[src/rtl/timer_bus_pkg.sv]
// Shared definitions for the timer bus arbiter: FSM encoding and timer register map.
package timer_bus_pkg;

  typedef enum logic [1:0] {
    StIdle  = 2'd0,
    StIssue = 2'd1,
    StWait  = 2'd2,
    StResp  = 2'd3
  } state_e;

  // Timer slave register addresses
  localparam int unsigned AddrCtrl     = 0;
  localparam int unsigned AddrPeriod   = 1;
  localparam int unsigned AddrStatus   = 2;
  localparam int unsigned AddrChEn     = 3;
  localparam int unsigned AddrPulse12  = 4;
  localparam int unsigned AddrPulse34  = 5;
  localparam int unsigned AddrOnePulse = 6;
  localparam int unsigned AddrEvcnt    = 7;

  // Highest address the timer slave decodes
  localparam int unsigned AddrLimit = 7;

endpackage

[src/rtl/rr_arbiter.sv]
// Round-robin selector: first asserted request at or after the pointer, wrapping.
module rr_arbiter #(
  parameter int unsigned NUM_REQ   = 4,
  parameter int unsigned PTR_WIDTH = 2
) (
  input  logic [NUM_REQ-1:0]   req,
  input  logic [PTR_WIDTH-1:0] ptr,
  output logic [NUM_REQ-1:0]   gnt,
  output logic                 valid
);

  // Scan from the pointer; the first hit wins and masks later candidates
  always_comb begin
    gnt   = '0;
    valid = 1'b0;
    for (int unsigned i = 0; i < NUM_REQ; i++) begin
      if (!valid && req[(32'(ptr) + i) % NUM_REQ]) begin
        gnt[(32'(ptr) + i) % NUM_REQ] = 1'b1;
        valid                         = 1'b1;
      end
    end
  end

endmodule

[src/rtl/timer_bus_arbiter.sv]
// Arbitrates NUM_REQ requesters onto a single timer slave, one transaction at a time.
module timer_bus_arbiter
  import timer_bus_pkg::*;
#(
  parameter int unsigned NUM_REQ    = 4,
  parameter int unsigned DATA_WIDTH = 32
) (
  input  logic                          i_Clk,
  input  logic                          i_Rst,
  input  logic [NUM_REQ-1:0]            i_Req,
  input  logic [NUM_REQ-1:0]            i_ReqWrite,
  input  logic [NUM_REQ*DATA_WIDTH-1:0] i_ReqAddr,
  input  logic [NUM_REQ*DATA_WIDTH-1:0] i_ReqWData,
  output logic [NUM_REQ-1:0]            o_Gnt,
  output logic [NUM_REQ-1:0]            o_Done,
  output logic [DATA_WIDTH-1:0]         o_RData,
  output logic                          o_Err,
  output logic                          o_WEnable,
  output logic [DATA_WIDTH-1:0]         o_WAddr,
  output logic [DATA_WIDTH-1:0]         o_WData,
  output logic                          o_REnable,
  output logic [DATA_WIDTH-1:0]         o_RAddr,
  input  logic [DATA_WIDTH-1:0]         i_RData,
  input  logic                          i_Err
);

  localparam int unsigned PtrW = (NUM_REQ > 1) ? $clog2(NUM_REQ) : 1;

  state_e                state_q, state_d;
  logic [PtrW-1:0]       ptr_q, ptr_d;
  logic                  write_q, write_d;
  logic                  oor_q, oor_d;
  logic [NUM_REQ-1:0]    gnt_q, gnt_d;
  logic [NUM_REQ-1:0]    done_q, done_d;
  logic [DATA_WIDTH-1:0] rdata_q, rdata_d;
  logic                  err_q, err_d;
  logic                  wen_q, wen_d;
  logic                  ren_q, ren_d;
  logic [DATA_WIDTH-1:0] waddr_q, waddr_d;
  logic [DATA_WIDTH-1:0] wdata_q, wdata_d;
  logic [DATA_WIDTH-1:0] raddr_q, raddr_d;

  logic [NUM_REQ-1:0]    arb_gnt;
  logic                  arb_valid;
  logic [PtrW-1:0]       win_idx;
  logic [DATA_WIDTH-1:0] sel_addr;
  logic [DATA_WIDTH-1:0] sel_wdata;
  logic                  sel_oor;

  rr_arbiter #(
    .NUM_REQ  (NUM_REQ),
    .PTR_WIDTH(PtrW)
  ) u_rr_arbiter (
    .req  (i_Req),
    .ptr  (ptr_q),
    .gnt  (arb_gnt),
    .valid(arb_valid)
  );

  // Encode the one-hot winner to an index
  always_comb begin
    win_idx = '0;
    for (int unsigned i = 0; i < NUM_REQ; i++) begin
      if (arb_gnt[i]) win_idx = PtrW'(i);
    end
  end

  assign sel_addr  = i_ReqAddr[int'(win_idx)*DATA_WIDTH +: DATA_WIDTH];
  assign sel_wdata = i_ReqWData[int'(win_idx)*DATA_WIDTH +: DATA_WIDTH];
  assign sel_oor   = (sel_addr > DATA_WIDTH'(AddrLimit));

  // Next-state and next registered-output logic; outputs default to idle values
  always_comb begin
    state_d = state_q;
    ptr_d   = ptr_q;
    write_d = write_q;
    oor_d   = oor_q;
    gnt_d   = '0;
    done_d  = '0;
    rdata_d = '0;
    err_d   = 1'b0;
    wen_d   = 1'b0;
    ren_d   = 1'b0;
    waddr_d = '0;
    wdata_d = '0;
    raddr_d = '0;
    unique case (state_q)
      StIdle: begin
        if (arb_valid) begin
          state_d = StIssue;
          ptr_d   = (win_idx == PtrW'(NUM_REQ - 1)) ? '0 : win_idx + 1'b1;
          write_d = i_ReqWrite[win_idx];
          oor_d   = sel_oor;
          gnt_d   = arb_gnt;
          // Out-of-range accesses never reach the slave
          wen_d   = i_ReqWrite[win_idx] && !sel_oor;
          ren_d   = !i_ReqWrite[win_idx] && !sel_oor;
          waddr_d = sel_addr;
          wdata_d = sel_wdata;
          raddr_d = sel_addr;
        end
      end
      StIssue: begin
        state_d = StWait;
        gnt_d   = gnt_q;
      end
      StWait: begin
        // Slave response is valid now; capture it for the RESP cycle
        state_d = StResp;
        gnt_d   = gnt_q;
        done_d  = gnt_q;
        err_d   = oor_q ? 1'b1 : i_Err;
        rdata_d = (oor_q || write_q) ? '0 : i_RData;
      end
      StResp: begin
        state_d = StIdle;
      end
      default: state_d = StIdle;
    endcase
  end

  // State and output registers with synchronous reset
  always_ff @(posedge i_Clk) begin
    if (i_Rst) begin
      state_q <= StIdle;
      ptr_q   <= '0;
      write_q <= 1'b0;
      oor_q   <= 1'b0;
      gnt_q   <= '0;
      done_q  <= '0;
      rdata_q <= '0;
      err_q   <= 1'b0;
      wen_q   <= 1'b0;
      ren_q   <= 1'b0;
      waddr_q <= '0;
      wdata_q <= '0;
      raddr_q <= '0;
    end else begin
      state_q <= state_d;
      ptr_q   <= ptr_d;
      write_q <= write_d;
      oor_q   <= oor_d;
      gnt_q   <= gnt_d;
      done_q  <= done_d;
      rdata_q <= rdata_d;
      err_q   <= err_d;
      wen_q   <= wen_d;
      ren_q   <= ren_d;
      waddr_q <= waddr_d;
      wdata_q <= wdata_d;
      raddr_q <= raddr_d;
    end
  end

  assign o_Gnt     = gnt_q;
  assign o_Done    = done_q;
  assign o_RData   = rdata_q;
  assign o_Err     = err_q;
  assign o_WEnable = wen_q;
  assign o_WAddr   = waddr_q;
  assign o_WData   = wdata_q;
  assign o_REnable = ren_q;
  assign o_RAddr   = raddr_q;

endmodule

[config.mk]
export PLATFORM = sky130hd
export DESIGN_NAME = timer_bus_arbiter
export DESIGN_NICKNAME = d
export VERILOG_FILES = /design/src/rtl/timer_bus_pkg.sv /design/src/rtl/rr_arbiter.sv /design/src/rtl/timer_bus_arbiter.sv
export SDC_FILE = /design/constraint.sdc
export NUM_CORES = 1
export LEC_CHECK = 0
export CORE_AREA = 4 4 166 168
export CTS_BUF_LIST = sky130_fd_sc_hd__clkbuf_4 sky130_fd_sc_hd__clkbuf_8 sky130_fd_sc_hd__clkbuf_16
export DETAILED_ROUTE_END_ITERATION = 10
export DIE_AREA = 0 0 170 172
export GPL_ROUTABILITY_DRIVEN = 0
export REMOVE_ABC_BUFFERS = 1
export SETUP_SLACK_MARGIN = 0.05
export SLEW_MARGIN = 30
export SYNTH_ARGS = -nofsm -noshare
export SYNTH_HDL_FRONTEND = slang
export SYNTH_HIERARCHICAL = 1
export SYNTH_SLANG_ARGS = --single-unit
[constraint.sdc]
create_clock -name i_Clk -period 11.56 [get_ports i_Clk]
set_input_delay 3.468 -clock i_Clk [delete_from_list [all_inputs] [get_ports i_Clk]]
set_output_delay 3.468 -clock i_Clk [all_outputs]
set_load 0.01 [all_outputs]
# Word level (Yosys, flattened, before mapping)
# Cells that the tools add are included.
[op_classes] add_sub_neg=4 magnitude_cmp=10 n_eq_ne=5 n_shift=2 mux=35 bitwise=6 n_reduce_logical=21
[ops] operator="indexed part select 128 x 8 -> 32 bit" count=2
[ops] operator="greater-than comparator 32 x 3 -> 1 bit, second input constant" count=1
[ops] operator="2-to-1 mux 4 bit" count=5
[ops] operator="less-than comparator 2 x 3 -> 1 bit, second input constant" count=5
[ops] operator="2-to-1 mux 1 bit" count=15
[ops] operator="bitwise OR 4 bit" count=3
[ops] operator="binary-select mux 1 bit (select 2 bit)" count=5
[ops] operator="logical AND 1 bit" count=9
[ops] operator="demux 1 bit (select 2 bit)" count=4
[ops] operator="greater-or-equal comparator 2 x 1 -> 1 bit, second input constant" count=4
[ops] operator="2-to-1 mux 2 bit" count=4
[ops] operator="one-hot mux 2 bit (4 select lines)" count=1
[ops] operator="one-hot mux 4 bit (2 select lines)" count=1
[ops] operator="equality test 2 bit, second input constant" count=3
[ops] operator="OR reduction 3 bit" count=2
[ops] operator="zero test 1 bit" count=5
[ops] operator="adder 2 x 1 -> 2 bit, second input constant" count=2
[ops] operator="adder 2 bit, second input constant" count=2
[ops] operator="OR reduction 2 bit" count=2
[ops] operator="NOT 1 bit" count=3
[ops] operator="equality test 2 x 1 -> 1 bit, second input constant" count=1
[ops] operator="zero test 2 bit" count=1
[ops] operator="!= test 2 bit, second input constant" count=1
[ops] operator="AND reduction 2 bit" count=1
[ops] operator="logical OR 1 bit" count=1
[totals] regBits=113 input_bits=299 out_inout_bits=139 wordCells=95

# Logic depth before layout (Yosys ltp)
[depth] word_depth=19 depth_mapped=18 ltp_nobuf=12

# Hierarchy
# The synthesis kept the hierarchy.
[by_module_without_submodules] module="timer_bus_arbiter" n_inst=1 cells_per_inst=687 area_per_inst_um2=5605.4 seq_area_each_um2=2262.2
[by_module_without_submodules] module="rr_arbiter" n_inst=1 cells_per_inst=62 area_per_inst_um2=494.2 seq_area_each_um2=0.0

# Worst setup path after synthesis
# Ideal clock, no wire load.
[synth_timing] path_type="input-to-reg" from="input port i_Req[0]" to="register oor_q" setup_ns=0.120 t_arrival_ns=5.928 required_ns=11.440 setup_slack_ns=5.512 cell_stages=13 n_path_buf=3 path_cell_list="clkbuf_2 or3b_1 a2111o_1 nand3_2 o2bb2ai_1 buf_6 buf_8 mux2_4 mux2i_1 a21oi_1 a21oi_1 nand4_1 o31a_1"
[synth_via] elab_chain_len=17 word_cells_on_any_way=31 cone_classes="order compare (1); shift (1); mux (19); bitwise (3); reduce/logical (7)"
[synth_lines] element="from (decl)" line_no="timer_bus_arbiter.sv:10" rtl="input logic [NUM_REQ-1:0] i_Req,"
[synth_lines] element="binary-select mux 1 bit (select 2 bit)" line_no="rr_arbiter.sv:17" rtl="if (!valid && req[(32'(ptr) + i) % NUM_REQ]) begin"
[synth_lines] element="2-to-1 mux 1 bit (not written as such)" line_no="rr_arbiter.sv:17"
[synth_lines] element="2-to-1 mux 1 bit" line_no="rr_arbiter.sv:17"
[synth_lines] element="zero test 1 bit" line_no="rr_arbiter.sv:17"
[synth_lines] element="logical AND 1 bit" line_no="rr_arbiter.sv:17"
[synth_lines] element="2-to-1 mux 1 bit" line_no="rr_arbiter.sv:17"
[synth_lines] element="zero test 1 bit" line_no="rr_arbiter.sv:17"
[synth_lines] element="logical AND 1 bit" line_no="rr_arbiter.sv:17"
[synth_lines] element="2-to-1 mux 1 bit" line_no="rr_arbiter.sv:17"
[synth_lines] element="zero test 1 bit" line_no="rr_arbiter.sv:17"
[synth_lines] element="logical AND 1 bit" line_no="rr_arbiter.sv:17"
[synth_lines] element="2-to-1 mux 4 bit *" line_no="rr_arbiter.sv:17"
[synth_lines] element="via arb_gnt[1]" line_no="timer_bus_arbiter.sv:43" rtl="logic [NUM_REQ-1:0] arb_gnt;"
[synth_lines] element="2-to-1 mux 1 bit *" line_no="timer_bus_arbiter.sv:64" rtl="if (arb_gnt[i]) win_idx = PtrW'(i);"
[synth_lines] element="2-to-1 mux 2 bit * (2 in series)" line_no="timer_bus_arbiter.sv:64"
[synth_lines] element="indexed part select 128 x 8 -> 32 bit *" line_no="timer_bus_arbiter.sv:68" rtl="assign sel_addr = i_ReqAddr[int'(win_idx)*DATA_WIDTH +: DATA_WIDTH];"
[synth_lines] element="greater-than comparator 32 x 3 -> 1 bit *" line_no="timer_bus_arbiter.sv:70" rtl="assign sel_oor = (sel_addr > DATA_WIDTH'(AddrLimit));"
[synth_lines] element="to (signal assigned)" line_no="timer_bus_arbiter.sv:142" rtl="oor_q <= oor_d;"
[synth_lines] element="to (decl)" line_no="timer_bus_arbiter.sv:32" rtl="logic oor_q, oor_d;"
# Mark *: on every way through the listed nets, which the timed path passes. The rest lies on a longest branch. The select of a mux whose other input is x is not followed.
# A chain may end at the register's enable or synchronous reset.

# Worst setup path in the final report
[layout_timing] from="input port i_Req[1]" to="register oor_q"
[layout_via] word_cells_on_any_way=31 cone_classes="order compare (1); shift (1); mux (19); bitwise (3); reduce/logical (7)"
[layout_lines] element="binary-select mux 1 bit (select 2 bit)" line_no="rr_arbiter.sv:17"
[layout_lines] element="2-to-1 mux 1 bit (not written as such)" line_no="rr_arbiter.sv:17"
[layout_lines] element="2-to-1 mux 1 bit" line_no="rr_arbiter.sv:17"
[layout_lines] element="zero test 1 bit" line_no="rr_arbiter.sv:17"
[layout_lines] element="logical AND 1 bit" line_no="rr_arbiter.sv:17"
[layout_lines] element="2-to-1 mux 1 bit" line_no="rr_arbiter.sv:17"
[layout_lines] element="zero test 1 bit" line_no="rr_arbiter.sv:17"
[layout_lines] element="logical AND 1 bit" line_no="rr_arbiter.sv:17"
[layout_lines] element="2-to-1 mux 1 bit" line_no="rr_arbiter.sv:17"
[layout_lines] element="zero test 1 bit" line_no="rr_arbiter.sv:17"
[layout_lines] element="logical AND 1 bit" line_no="rr_arbiter.sv:17"
[layout_lines] element="2-to-1 mux 4 bit *" line_no="rr_arbiter.sv:17"
[layout_lines] element="via arb_gnt[3]" line_no="timer_bus_arbiter.sv:43"
[layout_lines] element="2-to-1 mux 2 bit *" line_no="timer_bus_arbiter.sv:64"
[layout_lines] element="indexed part select 128 x 8 -> 32 bit *" line_no="timer_bus_arbiter.sv:68"
[layout_lines] element="greater-than comparator 32 x 3 -> 1 bit *" line_no="timer_bus_arbiter.sv:70"
# Marked as above.

==> reports/results.ini <==
[global_routing]
antenna_found_initial = 1
overflow = 0
grt_max_degree = 86
first_global_vias = 6641
grt_first_pass_wirelength_um = 39600
grtUsageTotal = 0.1790

[setup_path]
required_ns = 11.86
worst_setup_path_end_kind = flop
cp.buffers_inverters = 3
critPathMaxFanout = 85
rrSetupSlack_ns = 6.15
path_cells = clkdlybuf4s50_1 > or3b_1 > a2111o_1 > nand3_2 > o2bb2ai_4 > buf_4 > inv_1 > o21ai_0 > o221ai_1 > a21oi_1 > nand4_1 > o31a_1
reg2regPathDepth = 13
r2r-start = ptr_q[0]
critPathKind = input port to flop
critical_path.top_delay_family = buffers and inverters
cpPeakStageDelay_ns = 0.73
arrival_ns = 7.97
r2r-end = oor_q
slowest_stage = buf_4
cp-start-kind = input port

[cts]
cts_sinks = 113
numCtsBuffers = 17
cts_setup_buffers = 0
tritoncts = yes
root_buffer = clkbuf_16
cts_hold_buf = 0
clk_pin_slew_ns = 0.06
cts-resized-gates = 0
h-tree-depth = 4
clockBufferDepth = 2
clock_latency_ns = 0.42

[job]
cap_violations = 0

[cells_and_area]
antenna_cells = 0
num-nets-final = 1432
multi_input_area_um2 = 3321
seqCellArea_um2 = 2262
final_cell_mix = clkdlybuf4s50_1 (437), nor2_1 (177), dfxtp_1 (113)
fin_area_um2 = 11110
final_common_cell = clkdlybuf4s50_1
area_growth_pct = 82.15
drive_gt1_frac = 0.05272
nFillCells = 2623

[synth]
synth_warnings = 6
yosysSeqAreaShare = 0.3709
avgSynthCellArea_um2 = 8.144
ys_types = 61
synth_area_um2 = 6100
synthArstFlopShare = 0
synth_ff_type = dfxtp_1
syn_inst = 749
ys_ff_latch = 113
synth_edf_count = 0

[timing]
finClkSkew_ns = 0.01365
worst_pin_slew_ns = 0.8298
fin_crit_ns = 7.676
setup_tns_ns = 0
whs_ns = 0.5049
rsz0062_at_grt = false
max_freq_mhz = 130.3
setup_violations = 0
hold_violations = 0
drv_slew = 0
max-slew-margin-rel = 0.4468
period_share = 0.6640

[route]
wl_um = 27910
postRouteAntennaNets = 0
firstDrtPassIters = 4
drc = 0
drt_iter0_markers = 195
drt-vias-per-instance = 4.500
wl_per_cell_um = 18.95
vias = 6628

[placement]
dpl.hpwl_um = 22550
place_area_um2 = 10490
numPortBuffers = 437

[floorplan]
initial_utilization = 0.2354
design.core.area_um2 = 25910
die_area_um2 = 29240
num_io_pins = 438
die_x_um = 170
die_h_um = 172
rows = 59

[power]
power_uw = 2561
p_per_area_nw_per_um2 = 230.5
peakVddDrop_mv = 0.1257
leakage_uw = 0.004260

[min_path]
holdCritStartpoint = o_Gnt[1]
hold_depth = 1
min_to = o_Done[1]
hold_path.class = flop to flop

[outcome]
status = complete, no violations

## logic make-up (layout without fill, tap and decap cells)
family                   Yosys count  in the layout  share of synthesized area
flip-flops                       113            113                     0.3709
AND/OR/NAND/NOR                  281            281                     0.2144
adder cells (fa/ha/maj)            8              8                    0.01641
multiplexers                      83             83                     0.1413
buffers and inverters             96            485                    0.09477
AO/OA/AOI/OAI                    168            168                     0.1623
## state kept, by name, summed over array words and instances (netlist names), 2 cells and up
register  flops
o_RData      32
o_RAddr      32
o_Gnt         4
o_Done        4
o_WData      32
state_q       2
ptr_q         2
## cells in the mapped netlist (2+ instances only)
cell type | n | area share
mux2_1 | 4 | 0.0074
o31a_1 | 4 | 0.0057
and2_1 | 37 | 0.038
ha_1 | 8 | 0.016
dfxtp_1 | 113 | 0.37
a31o_1 | 2 | 0.0029
mux2_2 | 3 | 0.0055
nor2_1 | 177 | 0.11
or4b_1 | 2 | 0.0033
inv_1 | 7 | 0.0043
nand2b_1 | 7 | 0.0072
o2bb2ai_1 | 4 | 0.0057
nor4_1 | 9 | 0.0092
nand2_1 | 22 | 0.014
o211ai_1 | 4 | 0.0049
a211oi_1 | 10 | 0.012
o21ai_1 | 4 | 0.0033
nor3_1 | 3 | 0.0025
nor2b_1 | 2 | 0.0021
or4_1 | 4 | 0.0049
a21oi_1 | 112 | 0.092
buf_1 | 7 | 0.0043
nor3b_1 | 3 | 0.0037
buf_6 | 6 | 0.011
clkbuf_1 | 26 | 0.016
buf_4 | 35 | 0.043
nor4_2 | 2 | 0.0041
o21ai_0 | 6 | 0.0049
mux2i_1 | 73 | 0.12
buf_2 | 11 | 0.0090
o21a_1 | 2 | 0.0025
nand3_2 | 2 | 0.0033
mux2_4 | 2 | 0.0049
or3b_1 | 2 | 0.0029
a221oi_2 | 2 | 0.0049
o22ai_1 | 6 | 0.0062
o31ai_1 | 2 | 0.0025
## layout make-up
class / instances / area share
tap: 335 / 0.03773
clock inverter: 15 / 0.01791
multi-input combinational: 540 / 0.2989
inverter: 8 / 0.002703
timing repair buffer: 445 / 0.4009
clock buffer: 17 / 0.03829
sequential: 113 / 0.2036
## per-layer routing
layer | vias up | track usage | routed length (um)
met5 | - | 0 | 8
met4 | 2 | 0.04792 | 374
met3 | 26 | 0.05350 | 2251
met2 | 294 | 0.3197 | 14030
met1 | 3015 | 0.2095 | 11250
li1 | 3291 | - | -
## worst max path at each step
stage	depth (start not counted)	to	start	slack [ns]
final	12	oor_q	i_Req[1]	3.88
after global routing	12	o_WEnable	i_Req[1]	3.57
after CTS	12	oor_q	i_Req[1]	3.92
after detailed placement	12	oor_q	i_Req[1]	3.49
after global placement	12	oor_q	i_Req[1]	3.33
after floorplan	10	oor_q	i_Req[3]	0.09
## per-stage QoR
step	utilization	worst slack, ns	cells
2_1_floorplan	-	0.08694	661
3_3_place_gp	0.4036	3.334	1440
3_5_place_dp	0.4047	3.486	1441
4_1_cts	0.4288	3.917	1473
5_1_grt	0.4288	3.574	1473
6_report	0.4288	3.884	1473
## power breakdown
part,internal [uW],leakage [uW],switching (uW)
Sequential,513,0.000922,79.1
Clock,347,0.000303,220
Combinational,682,0.00303,721
Total,1540,0.00426,1020
Power figures use the tool's default switching activity.
